**src/rtl/spart_tx_fifo.sv**
```systemverilog
// rtl/spart_tx_fifo.sv - SPART transmit byte FIFO, first-word-fall-through, valid/ready drain.
// Optional macro SPART_TX_FIFO_STATS_EN adds overflow/drop_cnt statistics ports.
module spart_tx_fifo #(
  parameter int DEPTH = 8,
  parameter int AW    = 3
) (
  input  logic          clk,
  input  logic          rst,
  input  logic          send,
  input  logic [7:0]    send_data,
  output logic          full,
  output logic          empty,
  output logic [AW:0]   count,
  output logic          tx_valid,
  output logic [7:0]    tx_data,
  input  logic          tx_ready
`ifdef SPART_TX_FIFO_STATS_EN
  ,
  output logic          overflow,
  output logic [7:0]    drop_cnt
`endif
);

  localparam logic [AW:0] L_FULL = (AW+1)'(DEPTH);

  logic [7:0]    r_mem [DEPTH];
  logic [AW-1:0] r_wr_ptr;
  logic [AW-1:0] r_rd_ptr;
  logic [AW:0]   r_count;

  logic w_full;
  logic w_empty;
  logic w_push;
  logic w_pop;

  // Flags come from registered count only, so no input reaches an output combinationally.
  assign w_full  = (r_count == L_FULL);
  assign w_empty = (r_count == '0);
  assign w_push  = send & ~w_full;
  assign w_pop   = ~w_empty & tx_ready;

  assign full     = w_full;
  assign empty    = w_empty;
  assign count    = r_count;
  assign tx_valid = ~w_empty;
  assign tx_data  = w_empty ? 8'h00 : r_mem[r_rd_ptr];

  always_ff @(posedge clk) begin
    if (rst) begin
      r_wr_ptr <= '0;
      r_rd_ptr <= '0;
      r_count  <= '0;
    end else begin
      if (w_push) r_wr_ptr <= r_wr_ptr + 1'b1;
      if (w_pop)  r_rd_ptr <= r_rd_ptr + 1'b1;
      r_count <= r_count + {{AW{1'b0}}, w_push} - {{AW{1'b0}}, w_pop};
    end
  end

  // Storage is not reset; stale entries are unreachable once pointers clear.
  always_ff @(posedge clk) begin
    if (w_push && !rst) r_mem[r_wr_ptr] <= send_data;
  end

`ifdef SPART_TX_FIFO_STATS_EN
  logic       r_overflow;
  logic [7:0] r_drop_cnt;
  logic       w_drop;

  assign w_drop   = send & w_full;
  assign overflow = r_overflow;
  assign drop_cnt = r_drop_cnt;

  always_ff @(posedge clk) begin
    if (rst) begin
      r_overflow <= 1'b0;
      r_drop_cnt <= 8'h00;
    end else if (w_drop) begin
      r_overflow <= 1'b1;
      if (r_drop_cnt != 8'hFF) r_drop_cnt <= r_drop_cnt + 8'h01;
    end
  end
`endif

endmodule

```
**config.mk**
```make
export PLATFORM = sky130hd
export DESIGN_NAME = spart_tx_fifo
export DESIGN_NICKNAME = d
export VERILOG_FILES = /design/src/rtl/spart_tx_fifo.sv
export SDC_FILE = /design/constraint.sdc
export NUM_CORES = 1
export LEC_CHECK = 0
export CAP_MARGIN = 20
export CORE_ASPECT_RATIO = 1.1
export CORE_MARGIN = 3
export CORE_UTILIZATION = 60
export CTS_CLUSTER_DIAMETER = 100
export DETAILED_ROUTE_END_ITERATION = 10
export DONT_BUFFER_PORTS = 1
export PLACE_DENSITY_LB_ADDON = 0.1
export SETUP_SLACK_MARGIN = 0.15
export SLEW_MARGIN = 20
export SYNTH_ARGS = -nofsm -noshare
export SYNTH_HDL_FRONTEND = slang
export SYNTH_SLANG_ARGS = --single-unit
```
**constraint.sdc**
```tcl
create_clock -name clk -period 3 [get_ports clk]
set_input_delay 0.15 -clock clk [delete_from_list [all_inputs] [get_ports clk]]
set_output_delay 0.15 -clock clk [all_outputs]
set_load 0.01 [all_outputs]
```
==> impl_results.md <==
* Overflow after GRT at 0
* Maximum clock path buffer count at 2
* Crit Path Max Fanout at 12
* Antenna diodes at 0
* Most frequent cell after synthesis: edfxtp_1
* Max-Cap Viols at 0
* Kind of critical path: register to register
* Slew headroom at 0.350
* P_leak at 1.23 nW
* Post-Layout Cell Count at 300
* Routed WL at 6.05 mm
* Top cells by area, synth: edfxtp_1 60%, mux2i_1 10%, dfxtp_1 8.1%
* CTS Hold Buffers Added at 11
* Synth Flop Type: edfxtp_1
* Post-synthesis sequential area ratio at 0.683
* Detailed Routing Iterations Pass 1 at 4
* Critical R2R Capture: count[3]
* Clock root cell: clkbuf_8
* FF-to-FF setup slack at 0.41 ns
* Crit start category: register
* Hold Vio Cnt, Final at 0
* Cts bufs inserted at 9
* Fraction of layout cells with a size suffix above 1 at 0.145
* Number of antenna violations at the first check in global routing at 0
* CP endpoint kind: register
* Total clock sinks at 77
* Port Buf Inserts at 0
* Post-route setup TNS at 0 ns
* Ys async rst share at 0
* Setup repair bufs after CTS at 0
* Vias in the first global route at approximately 1,900
* Worst hold path type: input pin to register
* # placed instances at 273
* Worst Hold End: r_wr_ptr[2]
* Top-area cell type share of the netlist area at 0.601
* Avg WL per Cell at 20.2 um
* Worst Tran Pin Value at 0.974 ns
* Post-CTS Resized at 0
* Die H at 82.6 um
* RR Startpoint: count[2]
* Initial Util at 0.631
* Post-synth EDFFs at 64
* Met1 usage at 0.267
* Vias at between 1,500 and 2,000
* HPWL Detailed at 4.00 mm
* Syn nets at 236
* Core Area at roughly 0.0051 mm2
* Hold_sp: send
* Syn_area_per_cell at 14.8 um2
* Final Max Slew Viols at 0
* First-pass GRT wire length at slightly above 9 mm
* Layout Nets at roughly 260
* Drt initial violations at 168
* Min cycle time layout at about 2.6 ns
* IO Pins at 27
* Worst-path clk slew at 0.08 ns
* Most frequent CP cell: ha_1
* Final Cycle Share at 0.865
* Worst Path Buf+Inv at 2
* Top cells by count, synth: 64 x edfxtp_1, 32 x mux2i_1, 16 x a22oi_1
* Outcome: finished, final reports clean
* Clock latency on the worst-skew pair at 0.34 ns
* Placement row count at 27
* Yosys cell types at 33
* Critical Path AT at 2.83 ns
* Post-detailed-route via-to-cell ratio at 6.11
* Largest delay contributor family on the critical path: simple AND/OR/NAND/NOR gates
* Cell count of the worst reg-to-reg path at 10
* Slowest cell on the critical path: dfxtp_1
* Max Clk Rate at 386 MHz
* Synth-to-layout area growth at 13.2%
* Ys Warns at 0
* Area leader, netlist: edfxtp_1
* Largest net degree at the start of global routing at 33
* GPL Wtd Cong at 0.771
* Worst hold stages at 2
* Post-Synthesis Cell Area at 0.00320 mm2
* Die Span X at about 76 um
* Largest stage delay on the critical path at 0.39 ns
* Worst-path cell chain: inv_1, ha_1, or3b_4, inv_2, nor2_1, nand2_1, ha_1, a21o_1, a21oi_1, mux2_2
* Die area at 0.00624 mm2
* # DRC at 0
* CTS tree: yes
* M2 GR Usage at 0.346
* Max VDD drop at ~0.6 mV
* H-tree depth at 3
* Syn Inst Count at 216
* Yosys reg bits at 77
* Met3 GRT Util at 0.0533
* Power per Cell Area at 752 mW/mm2
* Gr busiest metal: met2
* WP data required at 3.24 ns
* Detail Route Antenna Nets at 0
* Gr usage total at 0.214
* Worst Skew at 0.00802 ns
* Final setup fails at 0
* Number of fill cells at 348
* RSZ-0062 raised after global routing: false
## flip-flops by register name, summed over array words and instances, names as in the netlist, named ones only
name,count
r_mem,64
count,4
r_rd_ptr,3
r_wr_ptr,3
## layer usage
layer  routed length [um]  vias up
li1                     -      865
met1                 2510      912
met2                 3130       46
met3                  331        9
met4                   74        0
met5                    0        -
## worst reg2reg max path, delay by kind of cell (launching register included)
kind	cells	cell delay [ns]
flip-flops	1	0.39
adder cells (fa/ha/maj)	2	0.48
buffers and inverters	2	0.21
AO/OA/AOI/OAI	2	0.33
multiplexers	1	0.35
AND/OR/NAND/NOR	3	0.74
## cell usage in the layout, fill, tap and decap left out, types with 3 or more instances in the layout
cell type and instances:
dlygate4sd3_1 11, nand3_1 4, nor2b_1 5, nor2_1 12, a21oi_1 7, clkbuf_8 9, edfxtp_1 64, and3_1 8
a22oi_1 16, buf_4 9, nor3_1 3, o21ai_0 4, inv_1 8, mux2i_1 32, ha_1 7, dfxtp_1 12
nand2_1 4
## through the flow
stage / util / total power [W] / hold WS [ns] / area [um2] / setup WS, ns
after global routing: 0.714 / 0.00286 / 0.0390 / 3620 / 0.221
after detailed placement: 0.650 / 0.00190 / 0.219 / 3290 / 0.401
after global placement: 0.650 / 0.00185 / 0.218 / 3290 / 0.516
after CTS: 0.714 / 0.00274 / 0.0213 / 3620 / 0.391
final: 0.714 / 0.00272 / 0.0330 / 3620 / 0.406
after floorplan: - / 0.00177 / 0.249 / 3200 / 0.631
## how the worst max path moves through the flow
stage                       end  startpoint  cells after the start  slack, ns
global route           count[3]    count[2]                     10       0.22
detailed placement     count[3]    count[2]                     10       0.40
global placement       count[3]    count[2]                     10       0.52
finish                 count[3]    count[2]                     10       0.41
CTS                    count[3]    count[2]                     10       0.39
floorplan           r_mem[0][0]    count[2]                      5       0.63
## area by class of cell
type | instances | area (um2) | share of cell area
Sequential cell | 77 | 2180 | 0.603
Multi-Input combinational cell | 120 | 937 | 0.259
Timing Repair Buffer | 20 | 178 | 0.0491
Clock buffer | 10 | 128 | 0.0353
Clock inverter | 6 | 87.6 | 0.0242
Tap cell | 58 | 72.6 | 0.0200
Inverter | 9 | 33.8 | 0.00933
## where the power goes
part	leakage [nW]	internal [W]	switching (W)
Clock	0.110	0.000468	0.000359
Sequential	0.685	0.00122	0.0000954
Combinational	0.431	0.000248	0.000330
Total	1.23	0.00194	0.000785
## cell families (layout without fill, tap and decap cells)
| group | after synthesis | count (layout) | synth area share |
|---|---|---|---|
| flip-flops | 77 | 77 | 0.683 |
| multiplexers | 34 | 34 | 0.107 |
| AND/OR/NAND/NOR | 45 | 45 | 0.0775 |
| AO/OA/AOI/OAI | 31 | 31 | 0.0673 |
| XOR/XNOR | 2 | 2 | 0.00548 |
| buffers and inverters | 19 | 45 | 0.0262 |
| adder cells (fa/ha/maj) | 8 | 8 | 0.0337 |
No activity file was read; power rests on OpenSTA's default activity.
